==> src/rtl/ex_pkg.sv <==
//------------------------------------------------------------------------------
// Module   : ex_pkg
// Purpose  : Shared ALU function codes, forwarding selects, FSM states and
//            control-bit positions for the multi-cycle execute stage.
// Revision : 1.0 - initial release
//------------------------------------------------------------------------------
`default_nettype none

package ex_pkg;

  localparam logic [2:0] FN_AND = 3'b000;
  localparam logic [2:0] FN_OR  = 3'b001;
  localparam logic [2:0] FN_ADD = 3'b010;
  localparam logic [2:0] FN_MUL = 3'b011;
  localparam logic [2:0] FN_SUB = 3'b110;
  localparam logic [2:0] FN_SLT = 3'b111;

  localparam logic [1:0] FWD_REG = 2'b00;
  localparam logic [1:0] FWD_MEM = 2'b01;
  localparam logic [1:0] FWD_WB  = 2'b10;

  typedef enum logic [1:0] {
    ST_IDLE = 2'd0,
    ST_MUL  = 2'd1,
    ST_DONE = 2'd2
  } ex_state_t;

  localparam int EX_ALUSRC   = 3;
  localparam int EX_REGDST   = 0;
  localparam int MEM_READ    = 1;
  localparam int MEM_WRITE   = 0;
  localparam int WB_MEMTOREG = 1;
  localparam int WB_REGWRITE = 0;

endpackage

`default_nettype wire

==> src/rtl/ex_stage_mc_mul_iter.sv <==
//------------------------------------------------------------------------------
// Module   : mul_iter
// Purpose  : Radix-2 shift-add multiplier, one multiplier bit per step;
//            returns the low WIDTH bits of the product.
// Revision : 1.0 - initial release
//------------------------------------------------------------------------------
`default_nettype none

module mul_iter #(
  parameter int WIDTH = 32
) (
  input  logic             clk,
  input  logic             rst_n,
  input  logic             start,
  input  logic             step,
  input  logic             clear,
  input  logic [WIDTH-1:0] a,
  input  logic [WIDTH-1:0] b,
  output logic [WIDTH-1:0] product,
  output logic             last
);

  localparam int CW = $clog2(WIDTH + 1);

  logic [WIDTH-1:0] mcand;
  logic [WIDTH-1:0] mplier;
  logic [WIDTH-1:0] acc;
  logic [CW-1:0]    cnt;

  always_ff @(posedge clk or negedge rst_n) begin
    if (!rst_n) begin
      mcand  <= '0;
      mplier <= '0;
      acc    <= '0;
      cnt    <= '0;
    end else if (clear) begin
      acc <= '0;
      cnt <= '0;
    end else if (start) begin
      mcand  <= a;
      mplier <= b;
      acc    <= '0;
      cnt    <= '0;
    end else if (step) begin
      acc    <= acc + (mplier[0] ? mcand : '0);
      mcand  <= mcand << 1;
      mplier <= mplier >> 1;
      cnt    <= cnt + CW'(1);
    end
  end

  // Asserted during the step that consumes the final multiplier bit.
  assign last    = step && (cnt == CW'(WIDTH - 1));
  assign product = acc;

endmodule

`default_nettype wire

==> src/rtl/ex_stage_mc.sv <==
//------------------------------------------------------------------------------
// Module   : ex_stage_mc
// Purpose  : Execute stage with operand forwarding, single-cycle ALU, iterative
//            multiply and a stall/flush-aware EX/MEM output register.
// Revision : 1.0 - initial release
//------------------------------------------------------------------------------
`default_nettype none

module ex_stage_mc
  import ex_pkg::*;
#(
  parameter int WIDTH  = 32,
  parameter int REG_AW = 5,
  parameter bit MUL_EN = 1'b1
) (
  input  logic              Clk,
  input  logic              Rst_n,
  input  logic              Valid_In,
  input  logic [WIDTH-1:0]  DataA_In,
  input  logic [WIDTH-1:0]  DataB_In,
  input  logic [WIDTH-1:0]  SE_In,
  input  logic [REG_AW-1:0] Rt_In,
  input  logic [REG_AW-1:0] Rd_In,
  input  logic [3:0]        EXControl_In,
  input  logic [1:0]        MEMControl_In,
  input  logic [1:0]        WBControl_In,
  input  logic [2:0]        Funct_In,
  input  logic [1:0]        FwdA_Sel,
  input  logic [1:0]        FwdB_Sel,
  input  logic [WIDTH-1:0]  FwdMem_In,
  input  logic [WIDTH-1:0]  FwdWb_In,
  input  logic              Stall_In,
  input  logic              Flush_In,
  output logic [WIDTH-1:0]  Result_Out,
  output logic [WIDTH-1:0]  Data_Out,
  output logic [REG_AW-1:0] Rd_Out,
  output logic [1:0]        MEMControl_Out,
  output logic [1:0]        WBControl_Out,
  output logic              Zero_Out,
  output logic              Valid_Out,
  output logic              Busy_Out
);

  ex_state_t         state;
  logic [WIDTH-1:0]  op_a, fwd_b, op_b, alu_res, product;
  logic [REG_AW-1:0] dest_rd;
  logic              is_mul, issue_mul, mul_step, mul_last;
  logic [WIDTH-1:0]  lat_data;
  logic [REG_AW-1:0] lat_rd;
  logic [1:0]        lat_mem, lat_wb;
  logic              unused_aluop;

  assign unused_aluop = ^EXControl_In[2:1];

  always_comb begin
    op_a = DataA_In;
    case (FwdA_Sel)
      FWD_MEM: op_a = FwdMem_In;
      FWD_WB:  op_a = FwdWb_In;
      default: op_a = DataA_In;
    endcase
    fwd_b = DataB_In;
    case (FwdB_Sel)
      FWD_MEM: fwd_b = FwdMem_In;
      FWD_WB:  fwd_b = FwdWb_In;
      default: fwd_b = DataB_In;
    endcase
  end

  assign op_b    = EXControl_In[EX_ALUSRC] ? SE_In : fwd_b;
  assign dest_rd = EXControl_In[EX_REGDST] ? Rd_In : Rt_In;
  assign is_mul  = MUL_EN && (Funct_In == FN_MUL);

  always_comb begin
    alu_res = '0;
    case (Funct_In)
      FN_AND: alu_res = op_a & op_b;
      FN_OR:  alu_res = op_a | op_b;
      FN_ADD: alu_res = op_a + op_b;
      FN_SUB: alu_res = op_a - op_b;
      FN_SLT: alu_res = {{(WIDTH-1){1'b0}}, ($signed(op_a) < $signed(op_b))};
      // Without a multiplier the MUL code falls back to ADD.
      FN_MUL: alu_res = MUL_EN ? '0 : (op_a + op_b);
      default: alu_res = '0;
    endcase
  end

  assign issue_mul = (state == ST_IDLE) && Valid_In && is_mul && !Stall_In && !Flush_In;
  assign mul_step  = (state == ST_MUL) && !Stall_In && !Flush_In;
  assign Busy_Out  = (state == ST_MUL);

  mul_iter #(.WIDTH(WIDTH)) u_mul (
    .clk     (Clk),
    .rst_n   (Rst_n),
    .start   (issue_mul),
    .step    (mul_step),
    .clear   (Flush_In),
    .a       (op_a),
    .b       (op_b),
    .product (product),
    .last    (mul_last)
  );

  always_ff @(posedge Clk or negedge Rst_n) begin
    if (!Rst_n) begin
      state          <= ST_IDLE;
      Result_Out     <= '0;
      Data_Out       <= '0;
      Rd_Out         <= '0;
      MEMControl_Out <= '0;
      WBControl_Out  <= '0;
      Zero_Out       <= 1'b0;
      Valid_Out      <= 1'b0;
      lat_data       <= '0;
      lat_rd         <= '0;
      lat_mem        <= '0;
      lat_wb         <= '0;
    end else if (Flush_In) begin
      state          <= ST_IDLE;
      Result_Out     <= '0;
      Data_Out       <= '0;
      Rd_Out         <= '0;
      MEMControl_Out <= '0;
      WBControl_Out  <= '0;
      Zero_Out       <= 1'b0;
      Valid_Out      <= 1'b0;
    end else if (!Stall_In) begin
      case (state)
        ST_IDLE: begin
          if (Valid_In && !is_mul) begin
            Result_Out     <= alu_res;
            Data_Out       <= fwd_b;
            Rd_Out         <= dest_rd;
            MEMControl_Out <= MEMControl_In;
            WBControl_Out  <= WBControl_In;
            Zero_Out       <= (alu_res == '0);
            Valid_Out      <= 1'b1;
          end else begin
            if (Valid_In) begin
              lat_data <= fwd_b;
              lat_rd   <= dest_rd;
              lat_mem  <= MEMControl_In;
              lat_wb   <= WBControl_In;
              state    <= ST_MUL;
            end
            Result_Out     <= '0;
            Data_Out       <= '0;
            Rd_Out         <= '0;
            MEMControl_Out <= '0;
            WBControl_Out  <= '0;
            Zero_Out       <= 1'b0;
            Valid_Out      <= 1'b0;
          end
        end
        ST_MUL: begin
          if (mul_last) state <= ST_DONE;
        end
        ST_DONE: begin
          Result_Out     <= product;
          Data_Out       <= lat_data;
          Rd_Out         <= lat_rd;
          MEMControl_Out <= lat_mem;
          WBControl_Out  <= lat_wb;
          Zero_Out       <= (product == '0);
          Valid_Out      <= 1'b1;
          state          <= ST_IDLE;
        end
        default: state <= ST_IDLE;
      endcase
    end
  end

endmodule

`default_nettype wire

==> config.mk <==
export PLATFORM = sky130hd
export DESIGN_NAME = ex_stage_mc
export DESIGN_NICKNAME = d
export VERILOG_FILES = /design/src/rtl/ex_pkg.sv /design/src/rtl/ex_stage_mc_mul_iter.sv /design/src/rtl/ex_stage_mc.sv
export SDC_FILE = /design/constraint.sdc
export NUM_CORES = 1
export LEC_CHECK = 0
export CAP_MARGIN = 10
export CORE_MARGIN = 5
export CORE_UTILIZATION = 56
export CTS_CLUSTER_SIZE = 24
export DETAILED_ROUTE_END_ITERATION = 6
export MAX_ROUTING_LAYER = met4
export PLACE_DENSITY = 0.92
export SYNTH_ARGS = -nofsm -noshare
export SYNTH_HDL_FRONTEND = slang
export SYNTH_SLANG_ARGS = --single-unit
export TNS_END_PERCENT = 1
==> constraint.sdc <==
create_clock -name Clk -period 4.9 [get_ports Clk]
set_input_delay 1.47 -clock Clk [delete_from_list [all_inputs] [get_ports Clk]]
set_output_delay 1.47 -clock Clk [all_outputs]
set_load 0.1 [all_outputs]
==> impl_table.tex, run 1 <==
\begin{tabular}{lr}
\hline
Metric & Value \\
\hline
\multicolumn{2}{l}{\textbf{Run status}} \\
Outcome & aborted with a tool error \\
Failing step & global routing (5\_1\_grt) \\
Halt Reason & [ERROR GRT-0116] Global routing finished with congestion. Check the congestion regions in the DRC Viewer. \\
\multicolumn{2}{l}{\textbf{Clocking}} \\
Clk sinks & 220 \\
Level count of the clock H-tree & 1 \\
CTS buffer count & 25 \\
Clock root buffer & sky130\_fd\_sc\_hd\_\_clkbuf\_16 \\
Largest buffer count on any clock path & 3 \\
Hold bufs inserted after CTS & 0 \\
\multicolumn{2}{l}{\textbf{Floorplanning}} \\
Count of standard-cell rows & 64 \\
Vertical die dimension & 187.2 microns \\
Top-level I/O count & 266 \\
Die Width & 187.2 microns \\
Starting density of the core & 57.05\% \\
\multicolumn{2}{l}{\textbf{Synth}} \\
Yosys synthesis warning count & 0 \\
Simple-gate area share of the yosys netlist & 17.90\% \\
Most frequent cells after synthesis & 271 x sky130\_fd\_sc\_hd\_\_nor2\_1, 238 x sky130\_fd\_sc\_hd\_\_a21oi\_1, 230 x sky130\_fd\_sc\_hd\_\_o21ai\_0 \\
Net count after synthesis & 2587 \\
Fraction of the mapped netlist area in adder cells & 10.37\% \\
Sequential area share after synthesis & 31.30\% \\
Most common cell in the netlist & sky130\_fd\_sc\_hd\_\_nor2\_1 \\
Unique cell type count in the Yosys netlist & 80 \\
Cell area after synthesis & 17590 sq um \\
EDFF count, synth & 0 \\
Post-synth top area share & 31.30\% \\
Share of the synthesized area in compound gates (AO/OA/AOI/OAI) & 28.90\% \\
Share of synthesized registers carrying an async set or reset & 100.0\% \\
Post-synthesis xor/xnor area fraction & 2.490\% \\
Cells after synthesis & 2253 \\
Leading post-synthesis cells by cell area & sky130\_fd\_sc\_hd\_\_dfrtp\_1 31\%, sky130\_fd\_sc\_hd\_\_ha\_1 10\%, sky130\_fd\_sc\_hd\_\_a21oi\_1 6.8\% \\
Seq cells post-synth & 220 \\
Most used flip-flop cell after synthesis & sky130\_fd\_sc\_hd\_\_dfrtp\_1 \\
Avg Inst Size Synth & 7.807 sq um \\
Synth area leader & sky130\_fd\_sc\_hd\_\_dfrtp\_1 \\
Multiplexer share of the synthesized area & 2.959\% \\
Largest family of logic cells by synthesized area & compound AO/OA/AOI/OAI gates \\
\multicolumn{2}{l}{\textbf{Global routing}} \\
GR Overflow Total & 206 \\
Via count of the first global-routing pass & 29120 \\
Global-route wire length before repair & 184.9 mm \\
All-layer global routing usage & 70.31\% \\
Maximum number of pins on one net before global-route repair & 146 \\
\multicolumn{2}{l}{\textbf{Placed design}} \\
IO Port Bufs & 263 \\
Dpl hpwl & 59.09 mm \\
Worst setup timing slack at the placement stage & -1.762 ns \\
Final Wtd Congestion & 1.141 \\
\hline
\end{tabular}
==> cells by family after synthesis <==
kind of cell               Yosys count
AOI/OAI and AO/OA                  808
and+or+nand+nor                    700
buffers and inverters              280
DFF                                220
adders and majority gates          144
muxes                               51
xor gates and xnor gates            50
==> per-stage QoR <==
stage	cell area [sq um]	std cells	util, %	setup TNS (ns)	hold slack [ns]
after global placement	23790	3208	77.16	-25.55	0.4571
after floorplan	17930	2253	-	-1.110	0.4502
after CTS	25570	3302	82.95	-3.933	0.4787
after detailed placement	23790	3208	77.16	-32.22	0.4652
==> per-layer routing <==
| metal | track usage [%] | overflow |
|---|---|---|
| met1 | 68.03 | 4 |
| met2 | 82.71 | 108 |
| met3 | 55.86 | 7 |
| met4 | 72.58 | 87 |
| met5 | - | - |
==> timing repair <==
item	in CTS
gates resized for setup	146
setup endpoints to repair	28
cloned	1
buffers inserted	50
pin swaps	31
==> run 2: changes to the inputs <==
--- a/config.mk
+++ b/config.mk
@@ -7,11 +7,9 @@
 export LEC_CHECK = 0
 export CAP_MARGIN = 10
 export CORE_MARGIN = 5
-export CORE_UTILIZATION = 56
-export CTS_CLUSTER_SIZE = 24
+export CORE_UTILIZATION = 40
 export DETAILED_ROUTE_END_ITERATION = 6
-export MAX_ROUTING_LAYER = met4
-export PLACE_DENSITY = 0.92
+export PLACE_DENSITY_LB_ADDON = 0.15
 export SYNTH_ARGS = -nofsm -noshare
 export SYNTH_HDL_FRONTEND = slang
 export SYNTH_SLANG_ARGS = --single-unit
==> run 2 against run 1 <==
The flow now finishes, with violations (setup timing). Synthesized area is the same. Synthesized cell count is the same.
==> impl_table.tex, run 2 <==
\begin{tabular}{lr}
\hline
Metric & Value \\
\hline
\multicolumn{2}{l}{\textbf{Route}} \\
Total vias in the final route & 19920 \\
Antenna Nets Post-Route & 0 \\
1st-pass router iterations & 6 \\
WL/cell & 21.74 microns \\
Number of design-rule violations left by the first detailed-router iteration & 1521 \\
Number of remaining DRC errors & 0 \\
Sum of routed wire length over all layers & 77.03 mm \\
Detailed-route vias per instance & 5.622 \\
\multicolumn{2}{l}{\textbf{Layout}} \\
\# nets final & 3269 \\
Fill cell total of the finished layout & 3871 \\
Area taken by multi-input logic gates & 12030 sq um \\
Area occupied by registers & 5505 sq um \\
Synthesis-to-finish area growth & 51.54\% \\
Cell area after layout & 26660 sq um \\
Layout cells sized above 1 & 26.66\% \\
Commonest cells after routing, fill and taps aside & 508 x sky130\_fd\_sc\_hd\_\_buf\_4, 259 x sky130\_fd\_sc\_hd\_\_nor2\_1, 255 x sky130\_fd\_sc\_hd\_\_clkdlybuf4s50\_1 \\
Post-layout utilization of the core & 61.61\% \\
Most frequent standard cell in the layout excluding fill and tap cells & sky130\_fd\_sc\_hd\_\_buf\_4 \\
Final instance count without filler cells & 3543 \\
\multicolumn{2}{l}{\textbf{STA}} \\
Worst slew pin tran & 1.137 ns \\
Final period util & 114.6\% \\
Finish-stage setup viols & 16 \\
RSZ-0062 raised after global routing & true \\
Worst-case headroom to the max-slew limit & 23.95\% \\
Tmin final & 5.615 ns \\
Number of pins exceeding their max-slew limit in the final report & 0 \\
Final hold vios & 0 \\
Achievable Freq & 178.1 MHz \\
Min setup slack post-route & -0.7154 ns \\
Worst Clk Skew & 0.01715 ns \\
\multicolumn{2}{l}{\textbf{Synth}} \\
Most frequent cells after synthesis & 271 x sky130\_fd\_sc\_hd\_\_nor2\_1, 238 x sky130\_fd\_sc\_hd\_\_a21oi\_1, 230 x sky130\_fd\_sc\_hd\_\_o21ai\_0 \\
Avg Inst Size Synth & 7.807 sq um \\
Synth area leader & sky130\_fd\_sc\_hd\_\_dfrtp\_1 \\
Sequential area share after synthesis & 31.30\% \\
Seq cells post-synth & 220 \\
Most used flip-flop cell after synthesis & sky130\_fd\_sc\_hd\_\_dfrtp\_1 \\
Net count after synthesis & 2587 \\
EDFF count, synth & 0 \\
Cells after synthesis & 2253 \\
Yosys synthesis warning count & 0 \\
Cell area after synthesis & 17590 sq um \\
Most common cell in the netlist & sky130\_fd\_sc\_hd\_\_nor2\_1 \\
Leading post-synthesis cells by cell area & sky130\_fd\_sc\_hd\_\_dfrtp\_1 31\%, sky130\_fd\_sc\_hd\_\_ha\_1 10\%, sky130\_fd\_sc\_hd\_\_a21oi\_1 6.8\% \\
Share of synthesized registers carrying an async set or reset & 100.0\% \\
Post-synth top area share & 31.30\% \\
Unique cell type count in the Yosys netlist & 80 \\
\multicolumn{2}{l}{\textbf{Worst hold path}} \\
Hold path endpoint & Result\_Out[19]\$\_DFFE\_PN0P\_ \\
Hold-critical path depth & 2 \\
Path category of the worst min-delay check & flop to flop \\
Worst hold path startpoint & Result\_Out[19]\$\_DFFE\_PN0P\_ \\
\multicolumn{2}{l}{\textbf{Setup path}} \\
Worst reg2reg path depth & 16 \\
Required time of the critical path & 5.39 ns \\
CP peak stage delay & 0.55 ns \\
Worst reg2reg startpoint & u\_mul.mcand[0]\$\_DFFE\_PN0P\_ \\
Worst path most repeated cell & sky130\_fd\_sc\_hd\_\_buf\_4 \\
Worst path arrival time & 6.11 ns \\
Worst setup slack for register-to-register paths & 0.49 ns \\
Slowest stage cell, crit path & sky130\_fd\_sc\_hd\_\_clkdlybuf4s50\_1 \\
Cells along the critical path & clkdlybuf4s50\_1 -> a22oi\_2 -> nor2\_1 -> a21oi\_4 -> nor2\_2 -> a21oi\_2 -> buf\_4 -> buf\_4 -> fa\_2 -> o21bai\_4 -> a211oi\_2 -> buf\_4 -> o21ai\_4 -> a211oi\_4 -> buf\_4 -> o2111ai\_4 -> a31oi\_2 -> and3\_1 -> a211o\_1 -> nor4\_2 -> nand4\_1 -> or4\_4 -> o31ai\_2 \\
Critical Path Sink Type & flop \\
Kind of start point of the critical path & primary input \\
Capture point of the worst reg-to-reg path & u\_mul.product[30]\$\_DFFE\_PN0P\_ \\
Worst-path fanout max & 3 \\
Worst setup path class & primary input to flop \\
\multicolumn{2}{l}{\textbf{Pwr}} \\
Sequential fraction of design power & 28.1\% \\
Net switching fraction of the power & 36.81\% \\
Leakage dissipation & 12.41 nW \\
Portion of total power attributed to combinational logic & 44.2\% \\
Power Density & 288.1 nW/um\^{}2 \\
Switching power summed over all nets & 0.002827 W \\
Clk pwr share & 27.7\% \\
Cell-internal power & 0.004853 W \\
IR Drop Worst-Case VDD & 0.2894 mV \\
Total power & 0.007679 W \\
\multicolumn{2}{l}{\textbf{Global routing}} \\
Global-route wire length before repair & 116.0 mm \\
All-layer global routing usage & 30.84\% \\
GR Overflow Total & 0 \\
Maximum number of pins on one net before global-route repair & 146 \\
Initial antenna violation count & 2 \\
Via count of the first global-routing pass & 19630 \\
\multicolumn{2}{l}{\textbf{Clocking}} \\
Largest buffer count on any clock path & 3 \\
Clock tree from TritonCTS & built \\
Level count of the clock H-tree & 1 \\
CTS buffer count & 29 \\
Clk sinks & 220 \\
Clock network latency to the later pin of the worst-skew pair & 0.59 ns \\
Hold bufs inserted after CTS & 0 \\
Clock slew at reported path FFs & 0.06 ns \\
Clock root buffer & sky130\_fd\_sc\_hd\_\_clkbuf\_16 \\
\multicolumn{2}{l}{\textbf{Placed design}} \\
Final Wtd Congestion & 0.9832 \\
Cell Count Post-Placement & 3447 \\
IO Port Bufs & 263 \\
DP Area & 24460 sq um \\
Dpl hpwl & 59.65 mm \\
\multicolumn{2}{l}{\textbf{Floorplanning}} \\
Die Width & 219.7 microns \\
Core area & 43270 sq um \\
Starting density of the core & 40.65\% \\
Vertical die dimension & 219.7 microns \\
Top-level I/O count & 266 \\
Area of the die & 48270 sq um \\
Count of standard-cell rows & 76 \\
\multicolumn{2}{l}{\textbf{Run status}} \\
Violated checks & setup timing \\
Outcome & finished with violations \\
\multicolumn{2}{l}{\textbf{Job}} \\
Number of maximum-capacitance constraint violations & 0 \\
\hline
\end{tabular}
==> run 2: cell counts after synthesis <==
No cell type changed its count.
==> run 2: power groups by stage <==
| stage | Combinational, W | Sequential [W] | Clock, W |
|---|---|---|---|
| floorplan | 0.00138 | 0.00230 | 0 |
| global placement | 0.00305 | 0.00217 | 0 |
| detailed placement | 0.00307 | 0.00218 | 0 |
| CTS | 0.00317 | 0.00215 | 0.00217 |
| global route | 0.00364 | 0.00217 | 0.00225 |
| finish | 0.00340 | 0.00216 | 0.00213 |
==> run 2: worst max path at each step <==
stage / end / slack [ns] / startpoint / cells after the start
2_1_floorplan: Zero_Out$_DFFE_PN0P_ / -0.37 / FwdB_Sel[1] / 21
3_3_place_gp: Zero_Out$_DFFE_PN0P_ / -1.81 / FwdB_Sel[1] / 25
3_5_place_dp: Zero_Out$_DFFE_PN0P_ / -1.80 / FwdB_Sel[1] / 25
4_1_cts: Zero_Out$_DFFE_PN0P_ / -0.87 / FwdB_Sel[1] / 25
5_1_grt: Zero_Out$_DFFE_PN0P_ / -0.83 / FwdB_Sel[1] / 23
6_report: Zero_Out$_DFFE_PN0P_ / -0.72 / FwdMem_In[1] / 23
==> run 2: cell families after synthesis <==
| family | after synthesis | synth area share (%) |
|---|---|---|
| AO/OA/AOI/OAI | 808 | 28.90 |
| XOR/XNOR | 50 | 2.490 |
| adder cells (fa/ha/maj) | 144 | 10.37 |
| buffers and inverters | 280 | 6.075 |
| flip-flops | 220 | 31.30 |
| multiplexers | 51 | 2.959 |
| AND/OR/NAND/NOR | 700 | 17.90 |
==> run 2: per-layer routing <==
metal | track usage (%) | share of wire [%] | routed length [microns] | vias to the layer above
met5 | 0 | 0 | 0 | -
met4 | 7.884 | 3.4 | 2616 | 0
met3 | 4.163 | 6.2 | 4749 | 137
met2 | 53.51 | 49 | 37590 | 721
met1 | 40.75 | 42 | 32070 | 9661
li1 | - | - | - | 9399
==> run 2: critical path, delay by kind of cell <==
family	cells	cell delay (ns)
AO/OA/AOI/OAI	11	1.56
adder cells (fa/ha/maj)	1	0.43
buffers and inverters	5	1.17
AND/OR/NAND/NOR	6	1.47
==> run 2: per-stage QoR <==
stage / setup WS (ns) / TNS, ns / hold slack [ns]
final: -0.7154 / -4.734 / 0.4751
after global routing: -0.8338 / -7.200 / 0.5076
after CTS: -0.8717 / -9.626 / 0.4818
after detailed placement: -1.802 / -31.50 / 0.4645
after global placement: -1.812 / -29.94 / 0.4569
after floorplan: -0.3688 / -1.110 / 0.4502
==> run 2: area by class of cell <==
type / count / share of cell area [%]
diodes: 2 / 0.01878
multi-input cells: 1753 / 45.11
clock buffers: 44 / 3.084
clock inverters: 8 / 0.4037
repair buffers: 801 / 26.15
flip-flops and latches: 220 / 20.65
well taps: 585 / 2.746
inverters: 130 / 1.831
==> run 2: what timing repair did <==
action,CTS,global route
setup endpoints to repair,23,27
pin swaps,17,48
setup buffers,8,30
gates resized for setup,64,125
gates cloned,0,5
hold endpoints to repair,0,0
(Power assumes the default switching activity.)
==> run 3: changes to the inputs <==
--- a/config.mk
+++ b/config.mk
@@ -8,6 +8,7 @@
 export CAP_MARGIN = 10
 export CORE_MARGIN = 5
 export CORE_UTILIZATION = 40
+export CTS_BUF_LIST = sky130_fd_sc_hd__clkbuf_16
 export DETAILED_ROUTE_END_ITERATION = 6
 export PLACE_DENSITY_LB_ADDON = 0.15
 export SYNTH_ARGS = -nofsm -noshare
==> run 3 against run 2 <==
The run still ends with setup timing left. Flip-flop and latch count stayed put. Fmax fell by 0.12%. Worst setup slack worse by 0.0069 ns. Combinational power barely moved. Utilization down 0.26 points. Hold slack better by 0.00078 ns.
==> impl_table.tex, run 3 (synthesis results as in run 2) <==
\begin{tabular}{lr}
\hline
Metric & Value \\
\hline
\multicolumn{2}{l}{\textbf{Run status}} \\
Outcome & finished with violations \\
Violated checks & setup timing \\
\multicolumn{2}{l}{\textbf{Placed design}} \\
Cell Count Post-Placement & 3447 \\
IO Port Bufs & 263 \\
Final Wtd Congestion & 0.9832 \\
DP Area & 24460 sq um \\
Dpl hpwl & 59.65 mm \\
\multicolumn{2}{l}{\textbf{Job}} \\
Number of maximum-capacitance constraint violations & 0 \\
\multicolumn{2}{l}{\textbf{Route}} \\
Total vias in the final route & 19900 \\
Number of design-rule violations left by the first detailed-router iteration & 1598 \\
1st-pass router iterations & 7 \\
Detailed-route vias per instance & 5.630 \\
Sum of routed wire length over all layers & 76.64 mm \\
Number of remaining DRC errors & 0 \\
Antenna Nets Post-Route & 0 \\
WL/cell & 21.68 microns \\
\multicolumn{2}{l}{\textbf{STA}} \\
Worst slew pin tran & 1.134 ns \\
Finish-stage setup viols & 13 \\
Worst-case headroom to the max-slew limit & 24.19\% \\
Final period util & 114.7\% \\
Achievable Freq & 177.9 MHz \\
RSZ-0062 raised after global routing & true \\
Number of pins exceeding their max-slew limit in the final report & 0 \\
Min setup slack post-route & -0.7223 ns \\
Final total negative setup slack & -4.316 ns \\
Worst Hold Slack & 0.4759 ns \\
Tmin final & 5.622 ns \\
Final hold vios & 0 \\
Worst Clk Skew & 0.01627 ns \\
\multicolumn{2}{l}{\textbf{Floorplanning}} \\
Core area & 43270 sq um \\
Area of the die & 48270 sq um \\
Top-level I/O count & 266 \\
Die Width & 219.7 microns \\
Vertical die dimension & 219.7 microns \\
Count of standard-cell rows & 76 \\
Starting density of the core & 40.65\% \\
\multicolumn{2}{l}{\textbf{Clocking}} \\
Clock root buffer & sky130\_fd\_sc\_hd\_\_clkbuf\_16 \\
Largest buffer count on any clock path & 3 \\
CTS buffer count & 29 \\
Clk sinks & 220 \\
Level count of the clock H-tree & 1 \\
Clock network latency to the later pin of the worst-skew pair & 0.59 ns \\
Clock slew at reported path FFs & 0.06 ns \\
Clock tree from TritonCTS & built \\
\multicolumn{2}{l}{\textbf{Worst hold path}} \\
Worst hold path startpoint & Result\_Out[19]\$\_DFFE\_PN0P\_ \\
Hold-critical path depth & 2 \\
Path category of the worst min-delay check & flop to flop \\
Hold path endpoint & Result\_Out[19]\$\_DFFE\_PN0P\_ \\
\multicolumn{2}{l}{\textbf{Pwr}} \\
Leakage dissipation & 12.42 nW \\
IR Drop Worst-Case VDD & 0.2878 mV \\
Power Density & 285.6 nW/um\^{}2 \\
Total power & 0.007582 W \\
\multicolumn{2}{l}{\textbf{Setup path}} \\
Kind of start point of the critical path & primary input \\
Timing startpoint of the critical path & FwdB\_Sel[1] \\
Worst setup slack for register-to-register paths & 0.47 ns \\
Slowest stage cell, crit path & sky130\_fd\_sc\_hd\_\_or4\_4 \\
Required time of the critical path & 5.39 ns \\
Worst reg2reg path depth & 16 \\
Cells along the critical path & buf\_6 -> buf\_6 -> ha\_4 -> buf\_12 -> buf\_12 -> clkbuf\_16 -> a21oi\_4 -> nor2\_1 -> a21oi\_2 -> ha\_4 -> buf\_4 -> or4\_4 -> nand3b\_4 -> nand2b\_4 -> o2111ai\_4 -> a31oi\_2 -> and3\_1 -> a211o\_1 -> nor4\_2 -> nand4\_1 -> or4\_4 -> o31ai\_2 \\
Worst path arrival time & 6.12 ns \\
Worst setup path class & primary input to flop \\
Critical Path Sink Type & flop \\
Worst-path fanout max & 8 \\
CP peak stage delay & 0.55 ns \\
Capture point of the worst reg-to-reg path & u\_mul.product[30]\$\_DFFE\_PN0P\_ \\
Worst reg2reg startpoint & u\_mul.mcand[0]\$\_DFFE\_PN0P\_ \\
\multicolumn{2}{l}{\textbf{Layout}} \\
Layout cells sized above 1 & 26.52\% \\
Final instance count without filler cells & 3535 \\
Synthesis-to-finish area growth & 50.91\% \\
Most frequent standard cell in the layout excluding fill and tap cells & sky130\_fd\_sc\_hd\_\_buf\_4 \\
\# nets final & 3262 \\
Cell area after layout & 26540 sq um \\
Commonest cells after routing, fill and taps aside & 503 x sky130\_fd\_sc\_hd\_\_buf\_4, 260 x sky130\_fd\_sc\_hd\_\_nor2\_1, 251 x sky130\_fd\_sc\_hd\_\_clkdlybuf4s50\_1 \\
\multicolumn{2}{l}{\textbf{Global routing}} \\
GR Overflow Total & 0 \\
Initial antenna violation count & 1 \\
Global-route wire length before repair & 116.1 mm \\
Via count of the first global-routing pass & 19660 \\
Maximum number of pins on one net before global-route repair & 146 \\
All-layer global routing usage & 30.84\% \\
\hline
\end{tabular}
[run 3: cell types whose count changed in the layout (fill, tap and decap cells not counted), sizes merged]
cell / change
inv: +11
clkinv: +4
diode: -1
buf: -3
clkdlybuf4s50: -4
dlymetal6s2s: +4
clkbuf: -19
[run 3: routing by layer]
metal | vias to the layer above | GRT usage (%) | routed length [microns]
li1 | 9384 | - | -
met1 | 9727 | 40.85 | 32450
met2 | 661 | 53.28 | 37360
met3 | 131 | 4.053 | 4198
met4 | 0 | 8.300 | 2639
met5 | - | 0 | 0
[run 3: worst max path at each step]
stage	end	slack, ns
finish	Zero_Out$_DFFE_PN0P_	-0.72
global route	Zero_Out$_DFFE_PN0P_	-0.82
CTS	Zero_Out$_DFFE_PN0P_	-0.88
detailed placement	Zero_Out$_DFFE_PN0P_	-1.80
global placement	Zero_Out$_DFFE_PN0P_	-1.81
floorplan	Zero_Out$_DFFE_PN0P_	-0.37
[run 3: worst max-delay path: cells and delay by family]
| kind | cells | cell delay (ns) |
|---|---|---|
| AND/OR/NAND/NOR | 8 | 2.10 |
| AO/OA/AOI/OAI | 6 | 1.21 |
| buffers and inverters | 6 | 0.79 |
| adder cells (fa/ha/maj) | 2 | 0.53 |
[run 3: layout make-up]
| type | instances | area (sq um) |
|---|---|---|
| Timing Repair Buffer | 794 | 6874 |
| Antenna cell | 1 | 2.502 |
| Fill cell | 3887 | 16720 |
| Inverter | 130 | 488.0 |
| Clock inverter | 23 | 163.9 |
| Multi-Input combinational cell | 1753 | 12050 |
| Tap cell | 585 | 732.0 |
| Clock buffer | 29 | 725.7 |
| Sequential cell | 220 | 5505 |
[run 3: through the flow]
stage                     util, %  worst slack (ns)
after floorplan                 -           -0.3688
after global placement      56.54            -1.812
after detailed placement    56.54            -1.802
after CTS                   59.60           -0.8753
after global routing        61.35           -0.8170
final                       61.35           -0.7223
[run 3: what timing repair did]
item | in CTS | in global routing
pin swaps | 19 | 53
cloned | 0 | 2
setup buffers | 8 | 26
resized for setup | 73 | 133
hold buffers | 0 | 0
endpoints found under the setup margin | 23 | 27
[run 3: where the power goes]
group / switching [W] / internal, W / leakage (nW)
Clock: 0.000874 / 0.00117 / 0.476
Sequential: 0.000149 / 0.00201 / 2.98
Combinational: 0.00181 / 0.00157 / 8.97
Total: 0.00283 / 0.00475 / 12.4
